[src/rtl/alu_iter_hs.sv]
// alu_iter_hs: parametrised ALU with a valid/ready input handshake and registered result/error.
// Define ALU_ITER_DIV_EN to build the iterative restoring divider for opcode 0011.
module alu_iter_hs #(
  parameter int D_WIDTH   = 8,
  parameter int FUN_WIDTH = 4
) (
  input  logic                   CLK,
  input  logic                   RST,
  input  logic [D_WIDTH-1:0]     A,
  input  logic [D_WIDTH-1:0]     B,
  input  logic [FUN_WIDTH-1:0]   ALU_FUN,
  input  logic                   IN_VALID,
  output logic                   IN_READY,
  output logic                   OUT_VALID,
  output logic [2*D_WIDTH-1:0]   ALU_OUT,
  output logic                   OUT_ERR
);
  localparam int W2 = 2 * D_WIDTH;

  localparam logic [FUN_WIDTH-1:0] OP_ADD  = FUN_WIDTH'(0);
  localparam logic [FUN_WIDTH-1:0] OP_SUB  = FUN_WIDTH'(1);
  localparam logic [FUN_WIDTH-1:0] OP_MUL  = FUN_WIDTH'(2);
  localparam logic [FUN_WIDTH-1:0] OP_AND  = FUN_WIDTH'(4);
  localparam logic [FUN_WIDTH-1:0] OP_OR   = FUN_WIDTH'(5);
  localparam logic [FUN_WIDTH-1:0] OP_NAND = FUN_WIDTH'(6);
  localparam logic [FUN_WIDTH-1:0] OP_NOR  = FUN_WIDTH'(7);
  localparam logic [FUN_WIDTH-1:0] OP_XOR  = FUN_WIDTH'(8);
  localparam logic [FUN_WIDTH-1:0] OP_XNOR = FUN_WIDTH'(9);
  localparam logic [FUN_WIDTH-1:0] OP_EQ   = FUN_WIDTH'(10);
  localparam logic [FUN_WIDTH-1:0] OP_GT   = FUN_WIDTH'(11);
  localparam logic [FUN_WIDTH-1:0] OP_LT   = FUN_WIDTH'(12);
  localparam logic [FUN_WIDTH-1:0] OP_SHR  = FUN_WIDTH'(13);
  localparam logic [FUN_WIDTH-1:0] OP_SHL  = FUN_WIDTH'(14);
`ifdef ALU_ITER_DIV_EN
  localparam logic [FUN_WIDTH-1:0] OP_DIV  = FUN_WIDTH'(3);
`endif

  // Single-cycle result: {error, 2W-bit zero-extended result}.
  function automatic logic [W2:0] f_alu(input logic [D_WIDTH-1:0] a, input logic [D_WIDTH-1:0] b,
                                        input logic [FUN_WIDTH-1:0] fun);
    logic [W2-1:0] a_x, b_x, res;
    logic          err;
    a_x = {{D_WIDTH{1'b0}}, a};
    b_x = {{D_WIDTH{1'b0}}, b};
    res = '0;
    err = 1'b0;
    case (fun)
      OP_ADD:  res = a_x + b_x;
      OP_SUB:  res = a_x - b_x;
      OP_MUL:  res = a_x * b_x;
      OP_AND:  res = a_x & b_x;
      OP_OR:   res = a_x | b_x;
      OP_NAND: res = {{D_WIDTH{1'b0}}, ~(a & b)};
      OP_NOR:  res = {{D_WIDTH{1'b0}}, ~(a | b)};
      OP_XOR:  res = a_x ^ b_x;
      OP_XNOR: res = {{D_WIDTH{1'b0}}, ~(a ^ b)};
      OP_EQ:   res = (a == b) ? W2'(1) : '0;
      OP_GT:   res = (a > b)  ? W2'(2) : '0;
      OP_LT:   res = (a < b)  ? W2'(3) : '0;
      OP_SHR:  res = a_x >> 1;
      OP_SHL:  res = a_x << 1;
`ifdef ALU_ITER_DIV_EN
      // Only reached for a zero divisor; nonzero divisors go to the iterative path.
      OP_DIV:  begin res = {a, {D_WIDTH{1'b1}}}; err = 1'b1; end
`endif
      default: begin res = '0; err = 1'b1; end
    endcase
    return {err, res};
  endfunction

  logic          w_accept;
  logic          w_div_start;
  logic          w_div_done;
  logic [W2-1:0] w_div_res;
  logic [W2:0]   w_alu;
  logic [W2-1:0] r_alu_out;
  logic          r_out_valid;
  logic          r_out_err;

`ifdef ALU_ITER_DIV_EN
  localparam int CNT_W = $clog2(D_WIDTH);
  typedef enum logic {S_IDLE = 1'b0, S_DIV = 1'b1} state_t;

  state_t             r_state, w_state_nxt;
  logic [D_WIDTH-1:0] r_quo, r_dvs, r_rem;
  logic [CNT_W-1:0]   r_cnt;
  logic [D_WIDTH:0]   w_shift, w_diff;
  logic [D_WIDTH-1:0] w_rem_nxt, w_quo_nxt;
  logic               w_div_last;

  assign w_div_start = w_accept && (ALU_FUN == OP_DIV) && (B != '0);
  // Restoring step: dividend bits shift MSB-first into the remainder, quotient bits fill r_quo.
  assign w_shift     = {r_rem, r_quo[D_WIDTH-1]};
  assign w_diff      = w_shift - {1'b0, r_dvs};
  assign w_rem_nxt   = w_diff[D_WIDTH] ? w_shift[D_WIDTH-1:0] : w_diff[D_WIDTH-1:0];
  assign w_quo_nxt   = {r_quo[D_WIDTH-2:0], ~w_diff[D_WIDTH]};
  assign w_div_last  = (r_cnt == CNT_W'(D_WIDTH - 1));
  assign w_div_done  = (r_state == S_DIV) && w_div_last;
  assign w_div_res   = {w_rem_nxt, w_quo_nxt};

  always_ff @(posedge CLK or negedge RST) begin
    if (!RST) r_state <= S_IDLE;
    else      r_state <= w_state_nxt;
  end

  always_comb begin
    w_state_nxt = r_state;
    case (r_state)
      S_IDLE: if (w_div_start) w_state_nxt = S_DIV;
      S_DIV:  if (w_div_last)  w_state_nxt = S_IDLE;
    endcase
  end

  always_comb IN_READY = (r_state == S_IDLE);

  always_ff @(posedge CLK or negedge RST) begin
    if (!RST) begin
      r_quo <= '0;
      r_dvs <= '0;
      r_rem <= '0;
      r_cnt <= '0;
    end else if (w_div_start) begin
      r_quo <= A;
      r_dvs <= B;
      r_rem <= '0;
      r_cnt <= '0;
    end else if (r_state == S_DIV) begin
      r_quo <= w_quo_nxt;
      r_rem <= w_rem_nxt;
      r_cnt <= w_div_last ? '0 : r_cnt + 1'b1;
    end
  end
`else
  assign IN_READY    = 1'b1;
  assign w_div_start = 1'b0;
  assign w_div_done  = 1'b0;
  assign w_div_res   = '0;
`endif

  assign w_accept = IN_VALID && IN_READY;
  assign w_alu    = f_alu(A, B, ALU_FUN);

  always_ff @(posedge CLK or negedge RST) begin
    if (!RST) begin
      r_alu_out   <= '0;
      r_out_valid <= 1'b0;
      r_out_err   <= 1'b0;
    end else if (w_div_done) begin
      r_alu_out   <= w_div_res;
      r_out_err   <= 1'b0;
      r_out_valid <= 1'b1;
    end else if (w_accept && !w_div_start) begin
      r_alu_out   <= w_alu[W2-1:0];
      r_out_err   <= w_alu[W2];
      r_out_valid <= 1'b1;
    end else begin
      r_out_valid <= 1'b0;
    end
  end

  assign ALU_OUT   = r_alu_out;
  assign OUT_VALID = r_out_valid;
  assign OUT_ERR   = r_out_err;

endmodule

[config.mk]
export PLATFORM = sky130hd
export DESIGN_NAME = alu_iter_hs
export DESIGN_NICKNAME = d
export VERILOG_FILES = /design/src/rtl/alu_iter_hs.sv
export SDC_FILE = /design/constraint.sdc
export NUM_CORES = 1
export LEC_CHECK = 0
export CORE_MARGIN = 4
export CORE_UTILIZATION = 36
export DETAILED_ROUTE_END_ITERATION = 6
export GPL_ROUTABILITY_DRIVEN = 0
export PLACE_DENSITY_LB_ADDON = 0.25
export SLEW_MARGIN = 15
export SYNTH_ARGS = -nofsm -noshare
export SYNTH_HDL_FRONTEND = slang
export SYNTH_SLANG_ARGS = --single-unit
[constraint.sdc]
create_clock -name CLK -period 1.2 [get_ports CLK]
set_input_delay 0.24 -clock CLK [delete_from_list [all_inputs] [get_ports CLK]]
set_output_delay 0.24 -clock CLK [all_outputs]
set_load 0.1 [all_outputs]
==> impl_metrics.json, run 1 <==
{
  "async_reset_ff_share_pct": 100.0,
  "layout_min_cycle_time_ns": 3.682,
  "p_leak_nw": 3.382,
  "synthCells": 555,
  "clk_pin_slew_worst_paths_ns": 0.06,
  "drive_gt1_share_pct": 49.27,
  "cpPeakStageDelay_ns": 0.57,
  "dieArea_um2": 14060,
  "yosys_warnings": 0,
  "rsz0062_at_grt": "yes",
  "worst-r2r-setup-slack_ns": 0.15,
  "yosys.area.top_type": "fa_1",
  "cp_cell_sequence": "buf_12 -> buf_4 -> ha_4 -> fa_2 -> fa_1 -> fa_1 -> inv_2 -> fa_1 -> inv_2 -> ha_4 -> o21ai_2 -> o21bai_2 -> o21ai_2 -> o21ai_1 -> xnor2_1 -> o221ai_1",
  "cp.arrival_ns": 3.79,
  "path_max_fanout": 4,
  "multi_input_area_um2": 4368,
  "row_count": 40,
  "hold_path_class": "primary input to async pin",
  "cap_viol_max_count": 0,
  "finalWirelength_mm": 16.54,
  "end_kind": "flop",
  "regArea_um2": 450.4,
  "drc": 0,
  "io_pins": 42,
  "dp.final_hpwl_mm": 13.18,
  "netlist_area_um2": 4400,
  "status": "complete, but fails checks",
  "fin_crit_sh_pct": 306.8,
  "seqPwrFrac_pct": 8.5,
  "share_comb_of_total_power_pct": 83.2,
  "pwr-share-clk_pct": 8.3,
  "drt-pass1-iter-count": 5,
  "fillers": 975,
  "p_int_mw": 4.745,
  "postCtsHoldBufs": 0,
  "path_common_cell": "fa_1",
  "synth_cell_types": 60,
  "failed_checks": "negative setup slack",
  "coreArea_um2": 12010,
  "synth_top_area_share_pct": 17.29,
  "antenna_left": 0,
  "max_freq_mhz": 271.6,
  "antenna_found_initial": 0,
  "skew_ns": 0,
  "wl_per_cell_um": 18.33,
  "cp_slowest_cell": "fa_1",
  "hold_viol": 0,
  "fin_ws_ns": -2.482,
  "worstMarginPinSlew_ns": 0.5158,
  "synth-edff-count": 0,
  "numCtsBuffers": 3,
  "ir_worst_vdd_uv": 1467,
  "startpoint_type": "primary input",
  "ys_ff_latch": 18,
  "synthTopCellsByArea": "fa_1, ha_1, dfrtp_1, inv_1, nor2_1",
  "finalSetupViolCount": 16,
  "areaGrowthSynthToFinish_pct": 71.42,
  "root_buffer": "clkbuf_16",
  "switching_power_mw": 4.320,
  "clock_latency_ns": 0.25,
  "finalCoreUtilization_pct": 62.80,
  "dp_slack_ns": -3.437,
  "path_buf_inv": 4,
  "cellPowerDensity_nw_per_um2": 1202,
  "clock_path_buffers": 2,
  "required_ns": 1.31,
  "grt_max_degree": 19,
  "grt_overflow": 0,
  "final_nets": 877,
  "start_util_pct": 36.64,
  "gr-usage-all-layers_pct": 23.43,
  "tritoncts": "yes",
  "p_sw_share_pct": 47.66,
  "crit_type": "primary input to flop",
  "vias": 4961,
  "antennaDiodeCount": 0,
  "die_y_um": 118.6,
  "htreeDepth": 1,
  "via_per_inst": 5.500,
  "die_w_um": 118.6,
  "drtIter0Drc": 419,
  "yosys_most_used_dff": "dfrtp_1",
  "io_buffer_count": 40,
  "clkSinkCount": 18,
  "ys_seq_area_share_pct": 10.24,
  "grt_pass1_vias": 5315,
  "maxSlewHeadroom_pct": 65.35,
  "p_total_mw": 9.065,
  "holdWs_ns": 0.3175,
  "syn_area_per_cell_um2": 7.929,
  "synth_fp_nets": 676,
  "finalMaxSlewViolations": 0,
  "critical_path.top_delay_family": "adder cells",
  "grt_first_pass_wirelength_mm": 26.97
}
flip-flops by register name (all words and copies together), names as in the netlist:
register / count
OUT_VALID: 1
ALU_OUT: 16
OUT_ERR: 1
power groups by stage:
stage / Combinational [mW] / Clock [mW] / Sequential [mW]
floorplan: 3.27 / 0 / 1.31
global route: 8.11 / 0.795 / 0.781
global placement: 5.96 / 0 / 0.778
CTS: 7.19 / 0.772 / 0.772
finish: 7.54 / 0.754 / 0.772
detailed placement: 6.11 / 0 / 0.781
synth_stat cells (all sizes together), types with 6 or more instances:
master and count:
a21oi 23, xor2 7, buf 15, nor2b 10
xnor2 10, clkbuf 6, nand2 36, nor2 69
dfrtp 18, fa 38, a211oi 7, o22ai 8
a21o 6, nand3 10, ha 60, inv 82
o21ai 26, a22oi 15, nand2b 9, o221ai 10
nor3 6
routing by layer:
layer  up-vias  share of wire [%]  track usage, %
met2       194                 49           39.04
met1      2401                 41           30.94
met3        34                6.7           3.541
li1       2332                  -               -
met5         -                  0               0
met4         0                3.0           7.965
placed cells by master, fill, tap and decap left out, drive strengths merged, types with 9 or more instances in the layout:
master	netlist	layout
nand2	36	36
inv	82	74
ha	60	60
a22oi	15	15
nand3	10	10
fa	38	38
nor2b	10	10
o21ai	26	26
o221ai	10	10
nand2b	9	9
dfrtp	18	18
a21oi	23	23
nor2	69	69
buf	15	211
xnor2	10	10
what timing repair did:
action	CTS	global route
gates resized for setup	230	45
endpoints found under the setup margin	17	17
pin swaps	74	24
cloned	1	0
buffers inserted	24	2
metrics by stage:
step | cell area, um2 | std cells | setup TNS (ns)
2_1_floorplan | 4654 | 555 | -30.30
3_3_place_gp | 6472 | 872 | -47.15
3_5_place_dp | 6472 | 872 | -48.02
4_1_cts | 7347 | 901 | -32.08
5_1_grt | 7543 | 902 | -34.19
6_report | 7543 | 902 | -32.15
final cells by class:
class | count | share of cell area, %
clock buffers | 4 | 1.178
inverters | 87 | 5.225
multi-input cells | 429 | 57.90
flip-flops and latches | 18 | 5.971
well taps | 147 | 2.438
repair buffers | 217 | 27.28
path summary, 6_finish.rpt:
check                                start           to  depth (start not counted)
worst max-delay path                  A[3]  ALU_OUT[13]                         16
worst min-delay path                   RST   ALU_OUT[0]                          2
worst max register to register  ALU_OUT[6]   ALU_OUT[6]                          4
worst min register to register  ALU_OUT[2]   ALU_OUT[2]                          1
max in group asynchronous              RST  ALU_OUT[11]                          2
min in group CLK                  IN_VALID    OUT_VALID                          2
logic make-up (layout without fill, tap and decap cells):
kind of cell    after synthesis  count (layout)  share of synthesized area, %
simple gates                159             159                         16.69
compound gates              147             147                         23.80
buf+inv                     108             308                         9.809
fa+ha+maj                    98              98                         34.35
flops                        18              18                         10.24
xor+xnor                     17              17                         3.384
mux                           7               7                         1.649
other cells                   1               1                       0.08522
No activity file was read; power rests on OpenSTA's default activity.
==> run 2, diff against run 1 <==
CORE_MARGIN = 2   (was 4)
==> impl_metrics.json, run 2 (synthesis gave the netlist of run 1 again) <==
{
  "status": "complete, but fails checks",
  "failed_checks": "negative setup slack",
  "finalMaxSlewViolations": 0,
  "max_freq_mhz": 269.2,
  "ff2ff_path_depth": 4,
  "maxSlewHeadroom_pct": 59.01,
  "clock_path_buffers": 2,
  "layout_min_cycle_time_ns": 3.715,
  "hold_path_class": "primary input to async pin",
  "hold_viol": 0,
  "regArea_um2": 450.4,
  "htreeDepth": 1,
  "worstMarginPinSlew_ns": 0.6136,
  "drtIter0Drc": 384,
  "grt_pass1_vias": 5351,
  "end_kind": "flop",
  "postCtsHoldBufs": 0,
  "drc": 0,
  "io_pins": 42,
  "fillers": 1005,
  "final_nets": 879,
  "cellPowerDensity_nw_per_um2": 1259,
  "startpoint_type": "primary input",
  "dp.final_hpwl_mm": 13.23,
  "required_ns": 1.31,
  "drt-pass1-iter-count": 5,
  "fin_crit_sh_pct": 309.6,
  "dpl.cell_count": 879,
  "clkSinkCount": 18,
  "drive_gt1_share_pct": 45.31,
  "die_w_um": 114.6,
  "holdWs_ns": 0.3209,
  "numCtsBuffers": 3,
  "pwr-share-clk_pct": 8.4,
  "crit_type": "primary input to flop",
  "clk_pin_slew_worst_paths_ns": 0.06,
  "seqPwrFrac_pct": 8.5,
  "die_y_um": 114.6,
  "antennaDiodeCount": 0,
  "final_common_cell": "buf_4",
  "path_max_fanout": 5,
  "largest_register_ffs": 16,
  "rsz0062_at_grt": "yes",
  "share_comb_of_total_power_pct": 83.2,
  "startpoint": "B[2]",
  "timing.rr.start": "ALU_OUT[6]",
  "p_sw_share_pct": 48.18,
  "vias": 5055,
  "skew_ns": 0,
  "cp.arrival_ns": 3.82,
  "io_buffer_count": 40,
  "areaGrowthSynthToFinish_pct": 64.26,
  "start_util_pct": 36.79,
  "cap_viol_max_count": 0,
  "grt_max_degree": 19,
  "ir_worst_vdd_uv": 1495,
  "finalWirelength_mm": 16.47,
  "root_buffer": "clkbuf_16",
  "p_int_mw": 4.717,
  "final_cells": 904,
  "row_count": 40,
  "p_leak_nw": 3.326,
  "via_per_inst": 5.592,
  "gr-usage-all-layers_pct": 25.74,
  "layout_common_cells": "buf_4, inv_1, nor2_1",
  "finalSetupViolCount": 16,
  "grt_overflow": 0,
  "antenna_found_initial": 0,
  "grt_first_pass_wirelength_mm": 26.80,
  "wl_per_cell_um": 18.22,
  "clock_latency_ns": 0.25,
  "fin_ws_ns": -2.515,
  "dieArea_um2": 13120,
  "antenna_left": 0,
  "multi_input_area_um2": 4138,
  "coreArea_um2": 11960,
  "switching_power_mw": 4.386,
  "tritoncts": "yes"
}
## run 2: changes by cell type in the layout (fill, tap and decap cells not counted), moves of 4 or more
| cell | before | now |
|---|---|---|
| ha_4 | 26 | 16 |
| o21ai_2 | 8 | 4 |
| buf_4 | 156 | 171 |
| buf_12 | 24 | 20 |
| buf_6 | 23 | 17 |
| inv_2 | 18 | 14 |
| inv_1 | 54 | 60 |
| nor2_2 | 11 | 16 |
| nor2_4 | 15 | 9 |
| ha_1 | 31 | 41 |
## run 2: path summary, 6_finish.rpt
| check | endpoint | slack [ns] |
|---|---|---|
| worst max register to register | ALU_OUT[6] | 0.06 |
| worst min-delay path | ALU_OUT[1] | 0.32 |
| max in group asynchronous | ALU_OUT[12] | 0.67 |
| worst min register to register | ALU_OUT[4] | 0.55 |
| min in group CLK | ALU_OUT[4] | 0.55 |
| worst max-delay path | ALU_OUT[14] | -2.52 |
## run 2: repair_timing
item,CTS,global route
gates resized for setup,176,29
gates cloned,0,0
buffers inserted,13,9
pin swaps,58,30
setup endpoints to repair,17,17
## run 2: area by class of cell
cell class / count / share of cell area [%]
clock buffer: 4 / 1.229
tap: 147 / 2.545
multi-input combinational: 429 / 57.24
inverter: 87 / 5.349
sequential: 18 / 6.232
timing repair buffer: 219 / 27.40
## run 2: power groups by stage
| stage | registers [mW] | logic (mW) | clock network, mW |
|---|---|---|---|
| 3_5_place_dp | 0.780 | 6.12 | 0 |
| 6_report | 0.770 | 7.57 | 0.762 |
| 2_1_floorplan | 1.31 | 3.27 | 0 |
| 4_1_cts | 0.771 | 7.07 | 0.780 |
| 5_1_grt | 0.780 | 8.14 | 0.805 |
| 3_3_place_gp | 0.780 | 5.94 | 0 |
## run 2: stage by stage
stage                     power, mW  cell area [um2]  worst slack [ns]  utilization (%)  TNS, ns
after floorplan               4.586             4654            -2.382                -   -30.30
after global placement        6.719             6513            -3.269            54.45   -47.07
after detailed placement      6.901             6513            -3.356            54.45   -47.70
after CTS                     8.624             7052            -2.506            58.95   -32.77
after global routing          9.720             7228            -2.645            60.43   -35.07
final                         9.103             7228            -2.515            60.43   -33.21
## run 2: critical path, stage by stage
cell,delay (ns)
buf_4,0.12
clkinvlp_4,0.15
nor2_2,0.14
fa_1,0.47
fa_1,0.52
fa_1,0.52
inv_2,0.04
fa_1,0.51
inv_2,0.05
ha_4,0.29
o21ai_4,0.07
a21oi_2,0.19
o31ai_4,0.10
o21ai_1,0.15
xnor2_1,0.13
o221ai_1,0.12
## run 2: routing by layer
metal	track usage, %	wire [um]	up-vias
met1	33.27	6713	2414
li1	-	-	2334
met4	7.805	555	0
met2	44.42	7982	254
met3	3.706	1221	53
met5	0	0	-
==> run 3, diff against run 2 <==
--- a/config.mk
+++ b/config.mk
@@ -7,2 +7,3 @@
 export LEC_CHECK = 0
+export CORE_ASPECT_RATIO = 0.75
 export CORE_MARGIN = 2
==> constraint.sdc (replaced) <==
create_clock -name CLK -period 1.2 [get_ports CLK]
set_input_delay 0.36 -clock CLK [delete_from_list [all_inputs] [get_ports CLK]]
set_output_delay 0.36 -clock CLK [all_outputs]
set_load 0.1 [all_outputs]
==> impl_metrics.json, run 3 (synthesis gave the netlist of run 1 again) <==
{
  "status": "complete, but fails checks",
  "failed_checks": "negative setup slack",
  "clock_path_buffers": 2,
  "final_common_cell": "buf_4",
  "tritoncts": "yes",
  "end_kind": "flop",
  "drtIter0Drc": 582,
  "startpoint_type": "primary input",
  "finalWirelength_mm": 17.65,
  "die_w_um": 131.7,
  "fin_ws_ns": -2.541,
  "dpl.cell_count": 894,
  "worst-r2r-setup-slack_ns": 0.01,
  "hold_viol": 0,
  "clk_pin_slew_worst_paths_ns": 0.06,
  "p_sw_share_pct": 47.69,
  "final_cells": 937,
  "rsz0062_at_grt": "yes",
  "die_y_um": 99.75,
  "ff2ff_path_depth": 4,
  "start_util_pct": 37.48,
  "finalSetupViolCount": 34,
  "worstMarginPinSlew_ns": 0.6485,
  "gr-usage-all-layers_pct": 27.28,
  "drive_gt1_share_pct": 52.26,
  "largest_register_ffs": 16,
  "clkSinkCount": 18,
  "areaGrowthSynthToFinish_pct": 74.32,
  "fin_area_um2": 7671,
  "finalMaxSlewViolations": 0,
  "cp.arrival_ns": 3.85,
  "postCtsHoldBufs": 0,
  "dp_slack_ns": -3.490,
  "p_leak_nw": 3.436,
  "cap_viol_max_count": 0,
  "coreArea_um2": 11740,
  "wl_met3_mm": 1.698,
  "io_buffer_count": 40,
  "p_int_mw": 4.882,
  "dp.final_hpwl_mm": 13.58,
  "wl_per_cell_um": 18.84,
  "antennaDiodeCount": 0,
  "row_count": 34,
  "fin_crit_sh_pct": 311.8,
  "timing.rr.start": "ALU_OUT[6]",
  "switching_power_mw": 4.451,
  "via_per_inst": 5.662,
  "layout_min_cycle_time_ns": 3.741,
  "grt_pass1_vias": 5448,
  "seqPwrFrac_pct": 8.4,
  "antenna_found_initial": 0,
  "pwr-share-clk_pct": 8.3,
  "routed.top_layer": "met4",
  "grt_overflow": 0,
  "cellPowerDensity_nw_per_um2": 1217,
  "vias": 5305,
  "layout_common_cells": "buf_4, inv_1, nor2_1",
  "path_max_fanout": 4,
  "crit_type": "primary input to flop",
  "io_pins": 42,
  "wl_met2_mm": 7.777,
  "place_area_um2": 6574,
  "required_ns": 1.31,
  "root_buffer": "clkbuf_16",
  "hold_path_class": "primary input to async pin",
  "clock_latency_ns": 0.26,
  "drc": 0,
  "ir_worst_vdd_uv": 1348,
  "skew_ns": 0,
  "grt_first_pass_wirelength_mm": 28.54,
  "numCtsBuffers": 3,
  "maxSlewHeadroom_pct": 56.68,
  "final_nets": 897,
  "grt_max_degree": 19,
  "met1_length_mm": 7.659,
  "htreeDepth": 1,
  "share_comb_of_total_power_pct": 83.2,
  "antenna_left": 0,
  "dieArea_um2": 13130,
  "max_freq_mhz": 267.3,
  "r2r-end": "ALU_OUT[6]",
  "drt-pass1-iter-count": 5
}
-- run 3: cell types whose count changed in the layout (fill, tap and decap cells not counted), moves of 8 or more --
cell,before,now
dfrtp_2,0,17
buf_6,17,33
ha_4,16,24
ha_1,41,31
dfrtp_1,18,1
-- run 3: repair_timing --
item / CTS / global route
cloned: 2 / 0
buffers inserted: 37 / 6
endpoints found under the setup margin: 34 / 35
resized for setup: 242 / 30
pin swaps: 68 / 39
-- run 3: worst max-delay path, cell delays in order --
cell	delay (ns)
buf_4	0.12
clkinvlp_4	0.16
nor2_4	0.13
fa_1	0.44
fa_1	0.51
fa_1	0.49
inv_1	0.06
fa_1	0.51
inv_2	0.05
ha_4	0.28
o21ai_2	0.07
a21oi_2	0.18
o21ai_4	0.10
o21ai_2	0.13
xnor2_1	0.13
o221ai_1	0.13
-- run 3: routing by layer --
metal  vias to the layer above  global-route usage, %
met5                         -                      0
met4                         0                  7.776
met3                        65                  4.740
li1                       2372                      -
met1                      2526                  38.44
met2                       342                  43.13
-- run 3: layout make-up --
type	count	area, um2
tap	162	202.7
timing repair buffer	237	2212
clock buffer	4	88.84
inverter	87	392.9
sequential	18	471.7
multi-input combinational	429	4303
fill	924	4070
-- run 3: power groups by stage --
stage                     clock [mW]  combinational [mW]  sequential (mW)
final                          0.777                7.77            0.786
after global routing           0.816                8.29            0.797
after CTS                      0.784                7.20            0.789
after detailed placement           0                6.19            0.798
after global placement             0                6.01            0.796
after floorplan                    0                3.27             1.33
-- run 3: worst max-delay path by stage --
stage          from          end  slack (ns)  cells after the start
2_1_floorplan  B[2]  ALU_OUT[14]       -2.50                     15
3_3_place_gp   A[3]  ALU_OUT[15]       -3.35                     16
3_5_place_dp   A[3]  ALU_OUT[13]       -3.49                     16
4_1_cts        B[2]  ALU_OUT[13]       -2.60                     17
5_1_grt        A[3]  ALU_OUT[14]       -2.69                     16
6_report       B[6]  ALU_OUT[13]       -2.54                     16
-- run 3: through the flow --
stage	total power [mW]	utilization, %	TNS, ns	hold WS (ns)
after floorplan	4.605	-	-32.30	0.06441
after global placement	6.806	55.99	-48.59	0.5181
after detailed placement	6.992	55.99	-49.86	0.5186
after CTS	8.771	64.23	-34.15	0.4472
after global routing	9.906	65.33	-36.35	0.4547
final	9.333	65.33	-34.31	0.4385
